--- src/rtl/lenet_pkg.sv ---
// rtl/lenet_pkg.sv - shared widths and burst FSM state encoding
package lenet_pkg;

    localparam int DATA_WIDTH_DEF = 32;
    localparam int ADDR_WIDTH_DEF = 18;
    localparam int LEN_WIDTH_DEF  = 12;
    localparam int FIFO_DEPTH_DEF = 8;

    localparam logic [1:0] ST_IDLE  = 2'd0;
    localparam logic [1:0] ST_ISSUE = 2'd1;
    localparam logic [1:0] ST_DRAIN = 2'd2;
    localparam logic [1:0] ST_FIN   = 2'd3;

endpackage

--- src/rtl/sync_fifo.sv ---
// rtl/sync_fifo.sv - synchronous first-word-fall-through FIFO
module sync_fifo #(
    parameter int  DATA_WIDTH = 32,
    parameter int  DEPTH      = 8,
    localparam int PW         = $clog2(DEPTH)
) (
    input  logic                  clk,
    input  logic                  srstn,
    input  logic                  push,
    input  logic [DATA_WIDTH-1:0] push_data,
    input  logic                  pop,
    output logic [DATA_WIDTH-1:0] pop_data,
    output logic                  full,
    output logic                  empty,
    output logic [PW:0]           count
);

    logic [DATA_WIDTH-1:0] mem_q [DEPTH];
    logic [PW-1:0]         wr_ptr_q, wr_ptr_d;
    logic [PW-1:0]         rd_ptr_q, rd_ptr_d;
    logic [PW:0]           count_q, count_d;
    logic                  do_push, do_pop;

    always_comb begin
        do_pop   = pop && (count_q != '0);
        do_push  = push && ((count_q != (PW+1)'(DEPTH)) || do_pop);
        wr_ptr_d = wr_ptr_q + PW'(do_push);
        rd_ptr_d = rd_ptr_q + PW'(do_pop);
        count_d  = count_q + (PW+1)'(do_push) - (PW+1)'(do_pop);
    end

    always_ff @(posedge clk) begin
        if (!srstn) begin
            wr_ptr_q <= '0;
            rd_ptr_q <= '0;
            count_q  <= '0;
        end else begin
            wr_ptr_q <= wr_ptr_d;
            rd_ptr_q <= rd_ptr_d;
            count_q  <= count_d;
        end
    end

    always_ff @(posedge clk) begin
        if (do_push) begin
            mem_q[wr_ptr_q] <= push_data;
        end
    end

    // Gating the head keeps out_data at zero whenever nothing is buffered.
    assign pop_data = (count_q == '0) ? '0 : mem_q[rd_ptr_q];
    assign full     = (count_q == (PW+1)'(DEPTH));
    assign empty    = (count_q == '0);
    assign count    = count_q;

endmodule

--- src/rtl/dram_rd_burst.sv ---
// rtl/dram_rd_burst.sv - credit-limited DRAM burst reader feeding a FWFT stream
module dram_rd_burst
    import lenet_pkg::*;
#(
    parameter int DATA_WIDTH = DATA_WIDTH_DEF,
    parameter int ADDR_WIDTH = ADDR_WIDTH_DEF,
    parameter int LEN_WIDTH  = LEN_WIDTH_DEF,
    parameter int FIFO_DEPTH = FIFO_DEPTH_DEF
) (
    input  logic                  clk,
    input  logic                  srstn,
    input  logic                  start,
    input  logic [ADDR_WIDTH-1:0] base_addr,
    input  logic [LEN_WIDTH-1:0]  len,
    output logic                  busy,
    output logic                  done,
    output logic                  dram_en_rd,
    output logic [ADDR_WIDTH-1:0] dram_addr_rd,
    input  logic                  dram_valid,
    input  logic [DATA_WIDTH-1:0] dram_data_rd,
    output logic                  out_valid,
    output logic [DATA_WIDTH-1:0] out_data,
    input  logic                  out_ready
);

    localparam int CW = $clog2(FIFO_DEPTH) + 1;

    logic [1:0]            state_q, state_d;
    logic [ADDR_WIDTH-1:0] base_q, base_d;
    logic [ADDR_WIDTH-1:0] addr_q, addr_d;
    logic [LEN_WIDTH-1:0]  len_q, len_d;
    logic [LEN_WIDTH-1:0]  issued_q, issued_d;
    logic [LEN_WIDTH-1:0]  received_q, received_d;
    logic [CW-1:0]         outstanding_q, outstanding_d;
    logic                  en_rd_q, en_rd_d;
    logic [CW-1:0]         fifo_count;
    logic                  fifo_full, fifo_empty;
    logic                  accept_rsp, credit_ok;
    logic [CW:0]           in_flight;

    always_comb begin
        state_d    = state_q;
        base_d     = base_q;
        len_d      = len_q;
        addr_d     = addr_q;
        issued_d   = issued_q;
        received_d = received_q;
        en_rd_d    = 1'b0;

        // Buffer slots already promised: words held plus words still in DRAM.
        in_flight  = {1'b0, fifo_count} + {1'b0, outstanding_q};
        credit_ok  = in_flight < (CW+1)'(FIFO_DEPTH);
        accept_rsp = dram_valid && (outstanding_q != '0) && (state_q != ST_IDLE);
        if (accept_rsp) begin
            received_d = received_q + LEN_WIDTH'(1);
        end

        case (state_q)
            ST_IDLE: begin
                if (start) begin
                    if (len == '0) begin
                        state_d = ST_FIN;
                    end else begin
                        // First request goes out straight from the accepting edge.
                        base_d     = base_addr;
                        len_d      = len;
                        addr_d     = base_addr;
                        en_rd_d    = 1'b1;
                        issued_d   = LEN_WIDTH'(1);
                        received_d = '0;
                        state_d    = ST_ISSUE;
                    end
                end
            end
            ST_ISSUE: begin
                if ((issued_q != len_q) && credit_ok) begin
                    en_rd_d  = 1'b1;
                    addr_d   = base_q + ADDR_WIDTH'(issued_q);
                    issued_d = issued_q + LEN_WIDTH'(1);
                end
                if (issued_d == len_q) begin
                    state_d = ST_DRAIN;
                end
            end
            ST_DRAIN: begin
                if ((received_q == len_q) && fifo_empty) begin
                    state_d = ST_FIN;
                end
            end
            default: state_d = ST_IDLE;
        endcase

        outstanding_d = outstanding_q + CW'(en_rd_d) - CW'(accept_rsp);
    end

    always_ff @(posedge clk) begin
        if (!srstn) begin
            state_q       <= ST_IDLE;
            base_q        <= '0;
            len_q         <= '0;
            addr_q        <= '0;
            issued_q      <= '0;
            received_q    <= '0;
            outstanding_q <= '0;
            en_rd_q       <= 1'b0;
        end else begin
            state_q       <= state_d;
            base_q        <= base_d;
            len_q         <= len_d;
            addr_q        <= addr_d;
            issued_q      <= issued_d;
            received_q    <= received_d;
            outstanding_q <= outstanding_d;
            en_rd_q       <= en_rd_d;
        end
    end

    sync_fifo #(
        .DATA_WIDTH (DATA_WIDTH),
        .DEPTH      (FIFO_DEPTH)
    ) u_fifo (
        .clk       (clk),
        .srstn     (srstn),
        .push      (accept_rsp),
        .push_data (dram_data_rd),
        .pop       (out_valid && out_ready),
        .pop_data  (out_data),
        .full      (fifo_full),
        .empty     (fifo_empty),
        .count     (fifo_count)
    );

    assign out_valid    = !fifo_empty;
    assign busy         = (state_q != ST_IDLE);
    assign done         = (state_q == ST_FIN);
    assign dram_en_rd   = en_rd_q;
    assign dram_addr_rd = addr_q;

endmodule

--- config.mk ---
export PLATFORM = sky130hd
export DESIGN_NAME = dram_rd_burst
export DESIGN_NICKNAME = d
export VERILOG_FILES = /design/src/rtl/lenet_pkg.sv /design/src/rtl/sync_fifo.sv /design/src/rtl/dram_rd_burst.sv
export SDC_FILE = /design/constraint.sdc
export NUM_CORES = 1
export LEC_CHECK = 0
export ABC_AREA = 1
export ABC_CLOCK_PERIOD_IN_PS = 3000
export BUFFER_PORTS_ARGS = -buffer_cell sky130_fd_sc_hd__buf_2
export CAP_MARGIN = 15
export CORE_UTILIZATION = 54
export CTS_CLUSTER_SIZE = 10
export DETAILED_ROUTE_END_ITERATION = 12
export PLACE_DENSITY_LB_ADDON = 0.25
export SETUP_SLACK_MARGIN = 0.02
export SLEW_MARGIN = 0
export SYNTH_ARGS = -nofsm -noshare
export SYNTH_HDL_FRONTEND = slang
export SYNTH_SLANG_ARGS = --single-unit
--- constraint.sdc ---
create_clock -name clk -period 3 [get_ports clk]
set_clock_uncertainty 0.1 [all_clocks]
set_input_delay 0.3 -clock clk [delete_from_list [all_inputs] [get_ports clk]]
set_output_delay 0.3 -clock clk [all_outputs]
set_load 0.03 [all_outputs]
==> Word-level counts from Yosys, hierarchy flattened <==
Memory sizes are Yosys's and may differ from the RTL's. A register that Yosys moved wholly into a read port is not among the register bits.
Index checks and enable logic that the tools add are counted.
{ "classes": {"n_mux": 26, "n_reduce_logical": 20, "bitwise": 1, "magnitude_cmp": 1, "add_sub_neg": 10, "eq_ne": 12} }
{ "op_table": {"columns": ["op", "n"], "rows": [
  ["$mux W12", 8],
  ["$mux W18", 3],
  ["$pmux W18 S2", 1],
  ["$mux W32", 1],
  ["$add A12 B1 Y12 const B", 2],
  ["$eq A12 B12 Y1", 2],
  ["$pmux W12 S2", 1],
  ["$add A18 B12 Y18", 1],
  ["$logic_not A12 Y1", 1],
  ["$ne A12 B12 Y1", 1],
  ["$ne A2 B2 Y1 const B", 5],
  ["$reduce_and A3 Y1", 3],
  ["$add A4 B1 Y4", 2],
  ["$mux W2", 4],
  ["$reduce_bool A4 Y1", 2],
  ["$sub A4 B1 Y4", 2],
  ["$logic_and A1 B1 Y1", 7],
  ["$add A3 B1 Y3", 2],
  ["$pmux W2 S3", 1],
  ["$add A4 B4 Y5", 1],
  ["$lt A5 B4 Y1 const B", 1],
  ["$mux W1", 5],
  ["$eq A2 B2 Y1 const B", 2],
  ["$logic_not A4 Y1", 1],
  ["other kinds (10)", 11]
]} }
{ "totals": {"inputBits": 67, "n_memories": 1, "ff_bits": 89, "ram_bits": 256, "elab_cells": 82, "output_inout_bits": 54} }
{ "mem_list": {"columns": ["name", "words", "width", "rd", "rd_clocked_by_memory_dff", "write_ports", "line_no", "source"], "rows": [
  ["u_fifo.mem_q", 8, 32, 1, 1, 1, "sync_fifo.sv:18", "logic [DATA_WIDTH-1:0] mem_q [DEPTH];"]
]} }

==> Logic depth before layout (Yosys ltp) <==
Gate-level depths: netlist of the first run.
{ "depth": {"depth_word": 8, "mapped_depth": 18, "depth_no_buf": 18} }

==> Hierarchy <==
Synthesis of the first run repeated with hierarchy kept, for this count alone.
{ "hier_totals": {"cells_unflattened": 1891, "area_unflattened_um2": 16598.4} }
{ "by_module_without_submodules": {"columns": ["mod", "seq_area_each_um2", "cells_per_inst", "area_each_um2", "instances"], "rows": [
  ["sync_fifo", 7887.6, 1190, 11758.8, 1],
  ["dram_rd_burst", 1581.5, 701, 4839.6, 1]
]} }

==> Least setup slack after synthesis of the first run <==
No wires, ideal clock.
{ "synth_timing": {"path_type": "flip-flop to flip-flop", "start": "reg state_q[0]", "end": "mem u_fifo.mem_q[0][0], enable pin", "period_less_slack_ns": 3.304, "arrival_time_ns": 2.783, "setup_ns": 0.421, "path_buffers": 0, "required_ns": 2.479, "path_stages_with_launch": 8, "setup_slack_ns": -0.304, "cell_sequence": "dfxtp_1 -> inv_1 -> ha_1 -> nor3_4 -> inv_2 -> a31oi_1 -> nand2_1 -> nor2_1"} }
{ "synth_between": {"elab_chain_cells": 5} }
{ "synth_lines": {"columns": ["item", "line_no", "source"], "rows": [
  ["start, declared", "dram_rd_burst.sv:28", "logic [1:0] state_q, state_d;"],
  ["start signal, assigned", "dram_rd_burst.sv:107", "state_q <= state_d;"],
  ["$reduce_bool A2 Y1", "dram_rd_burst.sv:53", "accept_rsp = dram_valid && (outstanding_q != '0) && (state_q != ST_IDLE);"],
  ["$logic_and A1 B1 Y1", "dram_rd_burst.sv:53", null],
  ["$logic_and A1 B1 Y1", "sync_fifo.sv:26", "do_push = push && ((count_q != (PW+1)'(DEPTH)) || do_pop);"],
  ["$mux W1", "sync_fifo.sv:45", "if (do_push) begin"],
  ["$mux W1 (not written as such)", "sync_fifo.sv:46", "mem_q[wr_ptr_q] <= push_data;"],
  ["end, declared", "sync_fifo.sv:18", null]
]} }
Every way passes these cells.

==> Final worst setup path of the first run <==
{ "layout_timing": {"start": "reg state_q[1]", "end": "mem u_fifo.mem_q[0][6], enable pin"} }
The elaborated chain is that of the path after synthesis.

==> out/results.tsv, run 1 <==
metric	value	unit
nets	1792	
adder and majority gate portion of the synthesized area	0.0337	
fraction of layout instances using a drive strength above 1	0.147	
power per cell area	887	mW/mm2
Non-Filler Instances	2091	
top post-synthesis cells by area	sky130_fd_sc_hd__edfxtp_1, sky130_fd_sc_hd__dfxtp_1, sky130_fd_sc_hd__o21ai_0, sky130_fd_sc_hd__nor2_1, sky130_fd_sc_hd__nand2_1	
area of the die	0.0287	mm2
count of cell types in the netlist	43	
max-slew violation count	0	
initial antenna violation count	1	
share of synthesized area spent on multiplexers	0	
area inside the core boundary	0.0273	mm2
Post-synth EDFFs	256	
CTS H-Tree Depth	2	
die boundary height	170	um
worst path required time	3.11	ns
Inserted Clock Buffers	41	
post-synthesis sequential area ratio	0.625	
startpoint kind of the worst setup timing path	flop	
final weighted congestion of routability-driven global placement	0.887	
number of global-route vias before repair	11269	
sum of net half-perimeters after detailed placement	21.6	mm
worst-case clock buffer depth	3	
total wirelength of the detailed-routed design	36.4	mm
crit path time final	2.81	ns
clock latency on the worst-skew pair	0.52	ns
data arrival time of the critical path	2.92	ns
die width	170	um
main combinational cell family by area after synthesis	simple AND/OR/NAND/NOR gates	
fin crit share	0.936	
antenna-violating nets left	0	
number of hold violations in the final report	0	
number of instances in the synthesized netlist	1505	
CTS sink cnt	345	
number of nets produced by synthesis	1611	
WL/cell	17.4	um
row count	60	
CTS tree	done	
final number of setup-violating endpoints	0	
dominant cell by count in the synthesized netlist	sky130_fd_sc_hd__nor2_1	
cell type contributing the most total cell area after synthesis	sky130_fd_sc_hd__edfxtp_1	
first-iteration detailed-routing DRC count	911	
proportion of netlist area held by the largest area contributor	0.507	
Max rail drop VDD	621	uV
kind of capture point of the worst setup path	flop	
top-level port count	121	
Relative slew margins	0.570	
Fmax	356	MHz
initial standard-cell utilization of the core	0.556	
DRC errors left	0	
measured slew at the worst slew-check pin	0.644	ns
synth-to-layout area growth	19.9	%
Synth Area in Compound Gates	0.138	
synthesized-area fraction occupied by and/or/nand/nor cells	0.141	
class of the most critical hold timing path	in -> reg	
leakage power summed over all cells	0.00696	uW
Crit Path Category	reg -> reg	
cell area after technology mapping	0.0152	mm2
first-pass iteration count of the detailed router	6	
Synth warnings	0	
average cell area after synthesis	10.1	um2
outcome	complete, no violations	
global-route wire length before repair	57.6	mm
maximum number of pins on one net before global-route repair	89	
FFs w/ async S/R, synth	0	
total placed cells including tap cells	1959	
ranking of synthesized cells by instance count	sky130_fd_sc_hd__nor2_1, sky130_fd_sc_hd__edfxtp_1, sky130_fd_sc_hd__o21ai_0	
vias after detailed routing	11504	
Main synth FF type	sky130_fd_sc_hd__edfxtp_1	
total global routing track utilization	0.257	
worst hold slack after final layout	0.0150	ns
post-route setup TNS	0	ns
post-route setup slack	0.192	ns
port buffer count	120	
number of max-cap violations	0	
clock slew at the register clock pins of the worst setup and hold paths	0.06	ns
Post-Place Worst Slack	0.0613	ns
via count normalized by instance count	5.50	
parity-gate share of the synthesized area counting xor and xnor cells	0.0173	
remaining global-route overflow	0	
Max Fanout on Critical Path	21	
count of state elements after synthesis	345	
clock tree root driver cell	sky130_fd_sc_hd__clkbuf_16	
==> cell families (layout without fill, tap and decap cells) <==
kind of cell    count (synthesis)  count (layout)
buf+inv                       179             392
xor+xnor                       29              29
other cells                     0               1
simple gates                  522             522
compound gates                391             391
flops                         345             345
fa+ha+maj                      39              39
==> metrics by stage <==
stage | util | cell area [um2] | total power [uW]
5_1_grt | 0.667 | 18200 | 17000
2_1_floorplan | - | 15200 | 9900
3_5_place_dp | 0.602 | 16400 | 11600
3_3_place_gp | 0.602 | 16400 | 11500
4_1_cts | 0.664 | 18100 | 16000
6_report | 0.667 | 18200 | 16100
==> where the power goes <==
group	leakage [uW]	internal (uW)	switching (uW)	total (uW)
sequential	0.00304	5610	356	5960
combinational	0.00337	1800	3980	5780
clock	0.000557	2560	1820	4380
==> area by class of cell <==
| type | instances | area (um2) |
|---|---|---|
| clock buffers | 70 | 1130 |
| inverters | 107 | 403 |
| flip-flops and latches | 345 | 9480 |
| multi-input cells | 981 | 5080 |
| clock inverters | 5 | 35.0 |
| diodes | 1 | 2.50 |
| fillers | 2143 | 9080 |
| well taps | 372 | 465 |
| repair buffers | 210 | 1570 |
==> routing by layer <==
layer	vias up	share of wire	track usage
met2	401	0.47	0.421
met4	0	0.022	0.0823
met5	-	0	0
li1	5614	-	-
met1	5424	0.45	0.355
met3	65	0.063	0.0364
==> path summary, 6_finish.rpt <==
kind / slack (ns) / from / endpoint / cells after the start
worst max-delay path: 0.19 / state_q[1] / u_fifo.mem_q[0][6] / 8
worst min-delay path: 0.01 / len[4] / len_q[4] / 3
worst max register to register: 0.19 / state_q[1] / u_fifo.mem_q[0][6] / 8
worst min register to register: 0.37 / dram_addr_rd[14] / dram_addr_rd[14] / 2
==> worst max-delay path, stage by stage, from the launching register on <==
cell and delay [ns]:
sky130_fd_sc_hd__dfxtp_1 0.38, sky130_fd_sc_hd__inv_1 0.09, sky130_fd_sc_hd__ha_1 0.27, sky130_fd_sc_hd__nor3_4 0.28, sky130_fd_sc_hd__inv_2 0.11, sky130_fd_sc_hd__a31oi_1 0.44
sky130_fd_sc_hd__nand2_2 0.28, sky130_fd_sc_hd__nor2_4 0.28, sky130_fd_sc_hd__buf_12 0.24
==> layout by cell type (no fill, tap or decap), types with 3 or more instances in the layout <==
cell / instances
sky130_fd_sc_hd__inv_2: 14
sky130_fd_sc_hd__dfxtp_1: 85
sky130_fd_sc_hd__nor2_1: 281
sky130_fd_sc_hd__a31oi_1: 38
sky130_fd_sc_hd__inv_1: 92
sky130_fd_sc_hd__nand4_1: 8
sky130_fd_sc_hd__clkbuf_1: 29
sky130_fd_sc_hd__clkinv_2: 3
sky130_fd_sc_hd__dlygate4sd3_1: 54
sky130_fd_sc_hd__nand2_1: 154
sky130_fd_sc_hd__nor4_1: 5
sky130_fd_sc_hd__buf_2: 120
sky130_fd_sc_hd__nor2_4: 9
sky130_fd_sc_hd__xor2_1: 20
sky130_fd_sc_hd__clkbuf_16: 41
sky130_fd_sc_hd__o21ai_0: 220
sky130_fd_sc_hd__nand2_2: 5
sky130_fd_sc_hd__nand3_1: 30
sky130_fd_sc_hd__buf_12: 12
sky130_fd_sc_hd__ha_1: 36
sky130_fd_sc_hd__fa_1: 3
sky130_fd_sc_hd__edfxtp_1: 256
sky130_fd_sc_hd__buf_4: 22
sky130_fd_sc_hd__o22ai_1: 32
sky130_fd_sc_hd__or2_2: 3
sky130_fd_sc_hd__nor3_1: 13
sky130_fd_sc_hd__a21oi_1: 76
sky130_fd_sc_hd__nor2_2: 6
sky130_fd_sc_hd__xnor2_1: 8
sky130_fd_sc_hd__o21ai_1: 11
==> sequential cells by signal, summed over array words and instances (netlist names) <==
signal and flops:
base_q 18, dram_addr_rd 18, dram_en_rd 1, issued_q 12, len_q 12, outstanding_q 4
received_q 12, state_q 2, u_fifo.count 4, u_fifo.mem_q 256, u_fifo.rd_ptr_q 3, u_fifo.wr_ptr_q 3
==> what timing repair did <==
action / CTS / global route
setup endpoints to repair: 0 / 95
resized for setup: 0 / 11
hold buffers: 54 / 0
setup buffers: 0 / 2
endpoints found under the hold margin: 282 / 0
No activity file was read; power rests on OpenSTA's default activity.
==> run 2, diff against run 1 <==
--- a/config.mk
+++ b/config.mk
@@ -9,7 +9,7 @@
 export ABC_CLOCK_PERIOD_IN_PS = 3000
 export BUFFER_PORTS_ARGS = -buffer_cell sky130_fd_sc_hd__buf_2
 export CAP_MARGIN = 15
-export CORE_UTILIZATION = 54
+export CORE_UTILIZATION = 50
 export CTS_CLUSTER_SIZE = 10
 export DETAILED_ROUTE_END_ITERATION = 12
 export PLACE_DENSITY_LB_ADDON = 0.25
==> run 2 against run 1 <==
Clock power is 0.9% lower. First-iteration DRC count is 0.22% higher. Sequential power is 1% lower. Non-clock buffer count is 3 higher. Critical path type unchanged. Wire length is 0.30% higher. Worst setup slack worse by 0.023 ns. Final area is 0.34% lower. Count of clock-buffer cells in the layout is 10 lower.
==> out/results.tsv, run 2 (synthesis gave the netlist of run 1 again) <==
metric	value	unit	change
outcome	complete, no violations		
register containing the most flip-flops in the final layout	u_fifo.mem_q		
sum of net half-perimeters after detailed placement	21.9	mm	+1.3%
topmost layer with routed signal wires	met4		
final weighted congestion of routability-driven global placement	0.859		-3.1%
worst path required time	3.09	ns	-0.02 ns
clock latency on the worst-skew pair	0.54	ns	+0.02 ns
worst reg2reg path depth	8		unchanged
origin of the worst min-delay path	len[5]		
worst-case clock buffer depth	3		unchanged
total global routing track utilization	0.239		-0.0177
antenna-violating nets left	0		unchanged
Crit Path Category	reg -> reg		
number of hold violations in the final report	0		unchanged
number of flip-flops under the largest register name	256		unchanged
fraction of layout instances using a drive strength above 1	0.146		-0.00157
WHS Endpoint	len_q[5]		
port buffer count	120		unchanged
clock tree root driver cell	sky130_fd_sc_hd__clkbuf_16		
Clock power frac	0.271		about the same
number of max-cap violations	0		unchanged
worst hold slack after final layout	0.0271	ns	+0.0121 ns
clock slew at the register clock pins of the worst setup and hold paths	0.05	ns	about the same
top-level port count	121		unchanged
Fmax	353	MHz	-0.80%
fin crit share	0.944		+0.00755
RSZ-0062 raised after global routing	true		
Setup crit start	state_q[0]		
crit path time final	2.83	ns	+0.0227 ns
final number of setup-violating endpoints	0		unchanged
class of the most critical hold timing path	in -> reg		
met3 wire len	2.03	mm	-12%
Int Pwr	9900	uW	-0.73%
antenna diode instance count	0		-1
Cells on Worst Hold Path	3		unchanged
startpoint kind of the worst setup timing path	flop		
met2 routed WL	17.3	mm	+1.0%
first-iteration detailed-routing DRC count	913		+0.22%
max-slew violation count	0		unchanged
synth-to-layout area growth	19.5	%	
leakage power summed over all cells	0.00695	uW	-0.19%
footprint of the multi-input gates	0.00506	mm2	-0.47%
number of global-route vias before repair	11162		-0.95%
area of the die	0.0310	mm2	+7.9%
most common library cell in the layout ignoring fill and taps	sky130_fd_sc_hd__nor2_1		
global-route wire length before repair	58.2	mm	+1.0%
initial antenna violation count	0		-1
r2r startpoint	state_q[0]		
total wirelength of the detailed-routed design	36.6	mm	+0.30%
die boundary height	176	um	+3.9%
WL/cell	17.4	um	about the same
data arrival time of the critical path	2.92	ns	about the same
Max Fanout on Critical Path	21		unchanged
area inside the core boundary	0.0297	mm2	+9.0%
nets	1794		+0.11%
die width	176	um	+3.9%
row count	63		+5.0%
DRC errors left	0		unchanged
CTS tree	done		
Max rail drop VDD	694	uV	+12%
post-route setup TNS	0	ns	unchanged
CTS sink cnt	345		unchanged
via count normalized by instance count	5.44		-1.0%
power per cell area	886	mW/mm2	-0.20%
commonest cells after routing, fill and taps aside	sky130_fd_sc_hd__nor2_1, sky130_fd_sc_hd__edfxtp_1, sky130_fd_sc_hd__o21ai_0, sky130_fd_sc_hd__nand2_1, sky130_fd_sc_hd__buf_2		
Seq pwr share	0.367		-0.003
Post-Place Worst Slack	0.180	ns	+0.119 ns
power share of the combinational group	0.362		+0.004
maximum number of pins on one net before global-route repair	130		+46%
setup slack of the worst register-to-register path	0.17	ns	-0.02 ns
switching power of the nets	6140	uW	-0.24%
remaining global-route overflow	0		unchanged
vias after detailed routing	11428		-0.66%
initial standard-cell utilization of the core	0.510		-0.0461
reg2reg end	u_fifo.mem_q[1][6]		
final core occ	0.609		-0.0574
register area	0.00948	mm2	about the same
Relative slew margins	0.583		+0.0135
kind of capture point of the worst setup path	flop		
proportion of total power due to net switching	0.383		+0.00116
Post-Route M1 WL	16.5	mm	+1.4%
measured slew at the worst slew-check pin	0.624	ns	-0.0194 ns
CTS H-Tree Depth	2		unchanged
post-route setup slack	0.169	ns	-0.0227 ns
Filler cells	2398		+12%
Inserted Clock Buffers	40		-2.4%
first-pass iteration count of the detailed router	6		unchanged
[run 2: cell type report]
cell class	count	share of cell area
flip-flops and latches	345	0.523
repair buffers	213	0.0842
clock inverters	3	0.00276
inverters	107	0.0223
clock buffers	60	0.0612
well taps	390	0.0269
multi-input cells	981	0.279
[run 2: routing by layer]
metal | vias to the layer above | global-route usage
li1 | 5600 | -
met1 | 5424 | 0.324
met2 | 344 | 0.402
met3 | 60 | 0.0325
met4 | 0 | 0.0674
met5 | - | 0
[run 2: repair_timing]
action / 4_1_cts / 5_1_grt
endpoints found under the hold margin: 288 / 0
endpoints found under the setup margin: 0 / 88
buffers inserted: 0 / 1
resized for setup: 0 / 3
hold buffers: 55 / 0
[run 2: power by group through the flow]
stage | Clock [uW] | Combinational, uW | Sequential (uW)
final | 4340 | 5800 | 5890
after global routing | 4590 | 6420 | 5940
after CTS | 4420 | 5790 | 5880
after detailed placement | 0 | 5690 | 5970
after global placement | 0 | 5610 | 5960
after floorplan | 0 | 3750 | 6150
[run 2: metrics by stage]
stage                     total power [uW]  cells  area, um2
after floorplan                       9900   1505      15200
after global placement               11600   1980      16400
after detailed placement             11700   1980      16400
after CTS                            16100   2098      18100
after global routing                 16900   2099      18100
final                                16000   2099      18100
[run 2: worst max path at each step]
stage	end	cells past startpoint
after floorplan	u_fifo.mem_q[0][0]	7
after global placement	outstanding_q[2]	16
after detailed placement	u_fifo.mem_q[1][8]	8
after CTS	out_data[16]	7
after global routing	u_fifo.mem_q[2][7]	8
final	u_fifo.mem_q[1][6]	8
[run 2: worst max-delay path, stage by stage, from the launching register on]
cell and delay (ns):
sky130_fd_sc_hd__dfxtp_1 0.39, sky130_fd_sc_hd__inv_1 0.09, sky130_fd_sc_hd__ha_1 0.28, sky130_fd_sc_hd__nor3_4 0.28, sky130_fd_sc_hd__inv_2 0.11, sky130_fd_sc_hd__a31oi_1 0.36, sky130_fd_sc_hd__nand2_1 0.34, sky130_fd_sc_hd__nor2_4 0.17
sky130_fd_sc_hd__buf_4 0.36
==> run 3, diff against run 2 <==
--- a/config.mk
+++ b/config.mk
@@ -17,4 +17,5 @@
 export SLEW_MARGIN = 0
 export SYNTH_ARGS = -nofsm -noshare
 export SYNTH_HDL_FRONTEND = slang
+export SYNTH_HIERARCHICAL = 1
 export SYNTH_SLANG_ARGS = --single-unit
==> run 3 against run 2 <==
Synthesized area grew 9.6%. Sequential power about the same. Clock power is 3% lower. Worst hold slack got worse by 0.0052 ns. Flip-flop and latch count did not move. Count of clock-buffer cells in the layout shrank 2. Final area grew 7.6%. Sequential share of layout area down 3.7 points. Critical path depth rose by 3.
==> out/results.tsv, run 3 <==
metric	value	unit	change
total wirelength of the detailed-routed design	37.5	mm	+2.6%
Main synth FF type	sky130_fd_sc_hd__edfxtp_1		
nets	2179		+21%
number of flip-flops under the largest register name	256		unchanged
worst hold slack after final layout	0.0219	ns	-0.00520 ns
clock slew at the register clock pins of the worst setup and hold paths	0.05	ns	about the same
commonest cells after routing, fill and taps aside	sky130_fd_sc_hd__nand2_1, sky130_fd_sc_hd__inv_1, sky130_fd_sc_hd__edfxtp_1, sky130_fd_sc_hd__nand3_1, sky130_fd_sc_hd__nor2_1		
die boundary height	184	um	+4.6%
Max Fanout on Critical Path	44		+110%
max-slew violation count	0		unchanged
post-synthesis sequential area ratio	0.570		-0.0545
r2r startpoint	u_fifo/count[1]		
top-level port count	121		unchanged
dominant cell by count in the synthesized netlist	sky130_fd_sc_hd__nand2_1		
initial standard-cell utilization of the core	0.509		-0.000970
startpoint kind of the worst setup timing path	input pin		
outcome	complete, no violations		
class of the most critical hold timing path	in -> reg		
final number of setup-violating endpoints	0		unchanged
count of cell types in the netlist	44		+2.3%
ranking of synthesized cells by instance count	sky130_fd_sc_hd__nand2_1, sky130_fd_sc_hd__inv_1, sky130_fd_sc_hd__edfxtp_1		
leakage power summed over all cells	0.00875	uW	+26%
worst-case clock buffer depth	3		unchanged
number of hold violations in the final report	0		unchanged
clock latency on the worst-skew pair	0.52	ns	-0.02 ns
first-iteration detailed-routing DRC count	821		-10%
total placed cells including tap cells	2416		+22%
post-route setup TNS	0	ns	unchanged
count of state elements after synthesis	345		unchanged
Inserted Clock Buffers	40		unchanged
number of post-CTS setup repair buffers	0		unchanged
final core occ	0.598		-0.0118
Max rail drop VDD	462	uV	-33%
remaining global-route overflow	0		unchanged
Crit Path Category	in -> reg		
DRC errors left	0		unchanged
register containing the most flip-flops in the final layout	u_fifo/mem_q		
number of max-cap violations	0		unchanged
CTS sink cnt	345		unchanged
initial antenna violation count	1		+1
measured slew at the worst slew-check pin	0.862	ns	+0.238 ns
FFs w/ async S/R, synth	0		unchanged
area inside the core boundary	0.0326	mm2	+9.8%
average cell area after synthesis	8.78	um2	-13%
first-pass iteration count of the detailed router	5		-1
synth-to-layout area growth	17.4	%	
CTS H-Tree Depth	2		unchanged
cell area after technology mapping	0.0166	mm2	+9.6%
total global routing track utilization	0.228		-0.0111
WL/cell	14.8	um	-15%
area of the die	0.0339	mm2	+9.4%
final design area excluding fillers	0.0195	mm2	+7.6%
CTS tree	done		
port buffer count	120		unchanged
Non-Filler Instances	2535		+21%
fraction of layout instances using a drive strength above 1	0.115		-0.0305
reg2reg end	outstanding_q[2]		
worst path required time	3.36	ns	+0.27 ns
die width	184	um	+4.6%
Relative slew margins	0.425		-0.158
maximum number of pins on one net before global-route repair	93		-28%
origin of the worst min-delay path	len[8]		
number of nets produced by synthesis	1997		+24%
row count	66		+4.8%
setup slack of the worst register-to-register path	0.30	ns	+0.13 ns
top post-synthesis cells by area	sky130_fd_sc_hd__edfxtp_1, sky130_fd_sc_hd__dfxtp_1, sky130_fd_sc_hd__nand2_1, sky130_fd_sc_hd__inv_1, sky130_fd_sc_hd__nand3_1		
clock tree root driver cell	sky130_fd_sc_hd__clkbuf_16		
number of instances in the synthesized netlist	1891		+26%
cell type contributing the most total cell area after synthesis	sky130_fd_sc_hd__edfxtp_1		
cell area reported after detailed placement	0.0178	mm2	+8.6%
sum of net half-perimeters after detailed placement	22.8	mm	+4.1%
Fmax	366	MHz	+3.5%
antenna-violating nets left	0		unchanged
final weighted congestion of routability-driven global placement	0.882		+2.6%
power per cell area	819	mW/mm2	-7.6%
number of global-route vias before repair	12420		+11%
data arrival time of the critical path	3.10	ns	+0.18 ns
fin crit share	0.912		-0.0317
Cells on Worst Hold Path	3		unchanged
WHS Endpoint	len_q[8]		
Synth warnings	6		+6
vias after detailed routing	12670		+11%
crit path time final	2.74	ns	-0.0952 ns
worst reg2reg path depth	14		+6
global-route wire length before repair	61.3	mm	+5.2%
proportion of netlist area held by the largest area contributor	0.463		-0.0443
kind of capture point of the worst setup path	flop		
RSZ-0062 raised after global routing	false		
Post-synth EDFFs	256		unchanged
most common library cell in the layout ignoring fill and taps	sky130_fd_sc_hd__nand2_1		
via count normalized by instance count	5.00		-8.2%
## run 3: where the power goes
group          internal [uW]  switching (uW)
sequential              5590             284
clock                   2470            1760
combinational           1800            4060
total                   9850            6100
## run 3: worst max path at each step
stage / from / end / slack (ns) / depth (start not counted)
final: len[9] / len_q[3] / 0.26 / 11
after detailed placement: u_fifo/count[1] / outstanding_q[2] / 0.28 / 14
after global placement: u_fifo/count[1] / outstanding_q[2] / 0.36 / 14
after CTS: len[9] / len_q[3] / 0.18 / 11
after floorplan: u_fifo/count[2] / u_fifo/mem_q[0][0] / -0.39 / 10
after global routing: issued_q[0] / dram_addr_rd[14] / 0.07 / 11
## run 3: layout make-up
type | count | area, um2
inverters | 360 | 1360
diodes | 1 | 2.50
repair buffers | 215 | 1520
multi-input cells | 1111 | 5470
clock buffers | 58 | 1080
well taps | 442 | 553
fillers | 2764 | 13100
clock inverters | 3 | 28.8
flip-flops and latches | 345 | 9480
## run 3: timing repair
item / CTS / global route
hold buffers: 57 / 0
pin swaps: 0 / 0
gates resized for setup: 1 / 2
hold endpoints to repair: 286 / 0
setup endpoints to repair: 2 / 2
## run 3: cells by family (layout without fill, tap and decap cells)
family / Yosys count / count (layout) / synth area share
AND/OR/NAND/NOR: 876 / 876 / 0.222
buffers and inverters: 435 / 636 / 0.104
flip-flops: 345 / 345 / 0.570
AO/OA/AOI/OAI: 163 / 163 / 0.0550
adder cells (fa/ha/maj): 39 / 39 / 0.0308
XOR/XNOR: 33 / 33 / 0.0179
other: 0 / 1 / 0
## run 3: worst max-delay path, cell delays in order
cell and delay (ns):
sky130_fd_sc_hd__dlygate4sd3_1 0.53, sky130_fd_sc_hd__buf_2 0.13, sky130_fd_sc_hd__nor2_1 0.09, sky130_fd_sc_hd__nand2_1 0.07, sky130_fd_sc_hd__nor3_1 0.29, sky130_fd_sc_hd__nor2_1 0.13, sky130_fd_sc_hd__clkinv_1 0.08, sky130_fd_sc_hd__buf_4 0.40
sky130_fd_sc_hd__nand2_2 0.29, sky130_fd_sc_hd__o32ai_1 0.19, sky130_fd_sc_hd__dlygate4sd3_1 0.58
## run 3: routing by layer
| metal | global-route usage | share of wire | vias up |
|---|---|---|---|
| li1 | - | - | 6410 |
| met5 | 0 | 0 | - |
| met4 | 0.0710 | 0.020 | 0 |
| met1 | 0.291 | 0.44 | 5871 |
| met2 | 0.400 | 0.49 | 327 |
| met3 | 0.0322 | 0.052 | 62 |
## run 3: stage by stage
stage                     power [uW]  setup WS (ns)
final                          16000          0.264
after global routing           17000         0.0660
after CTS                      16100          0.180
after detailed placement       11800          0.282
after global placement         11600          0.355
after floorplan                10100         -0.389
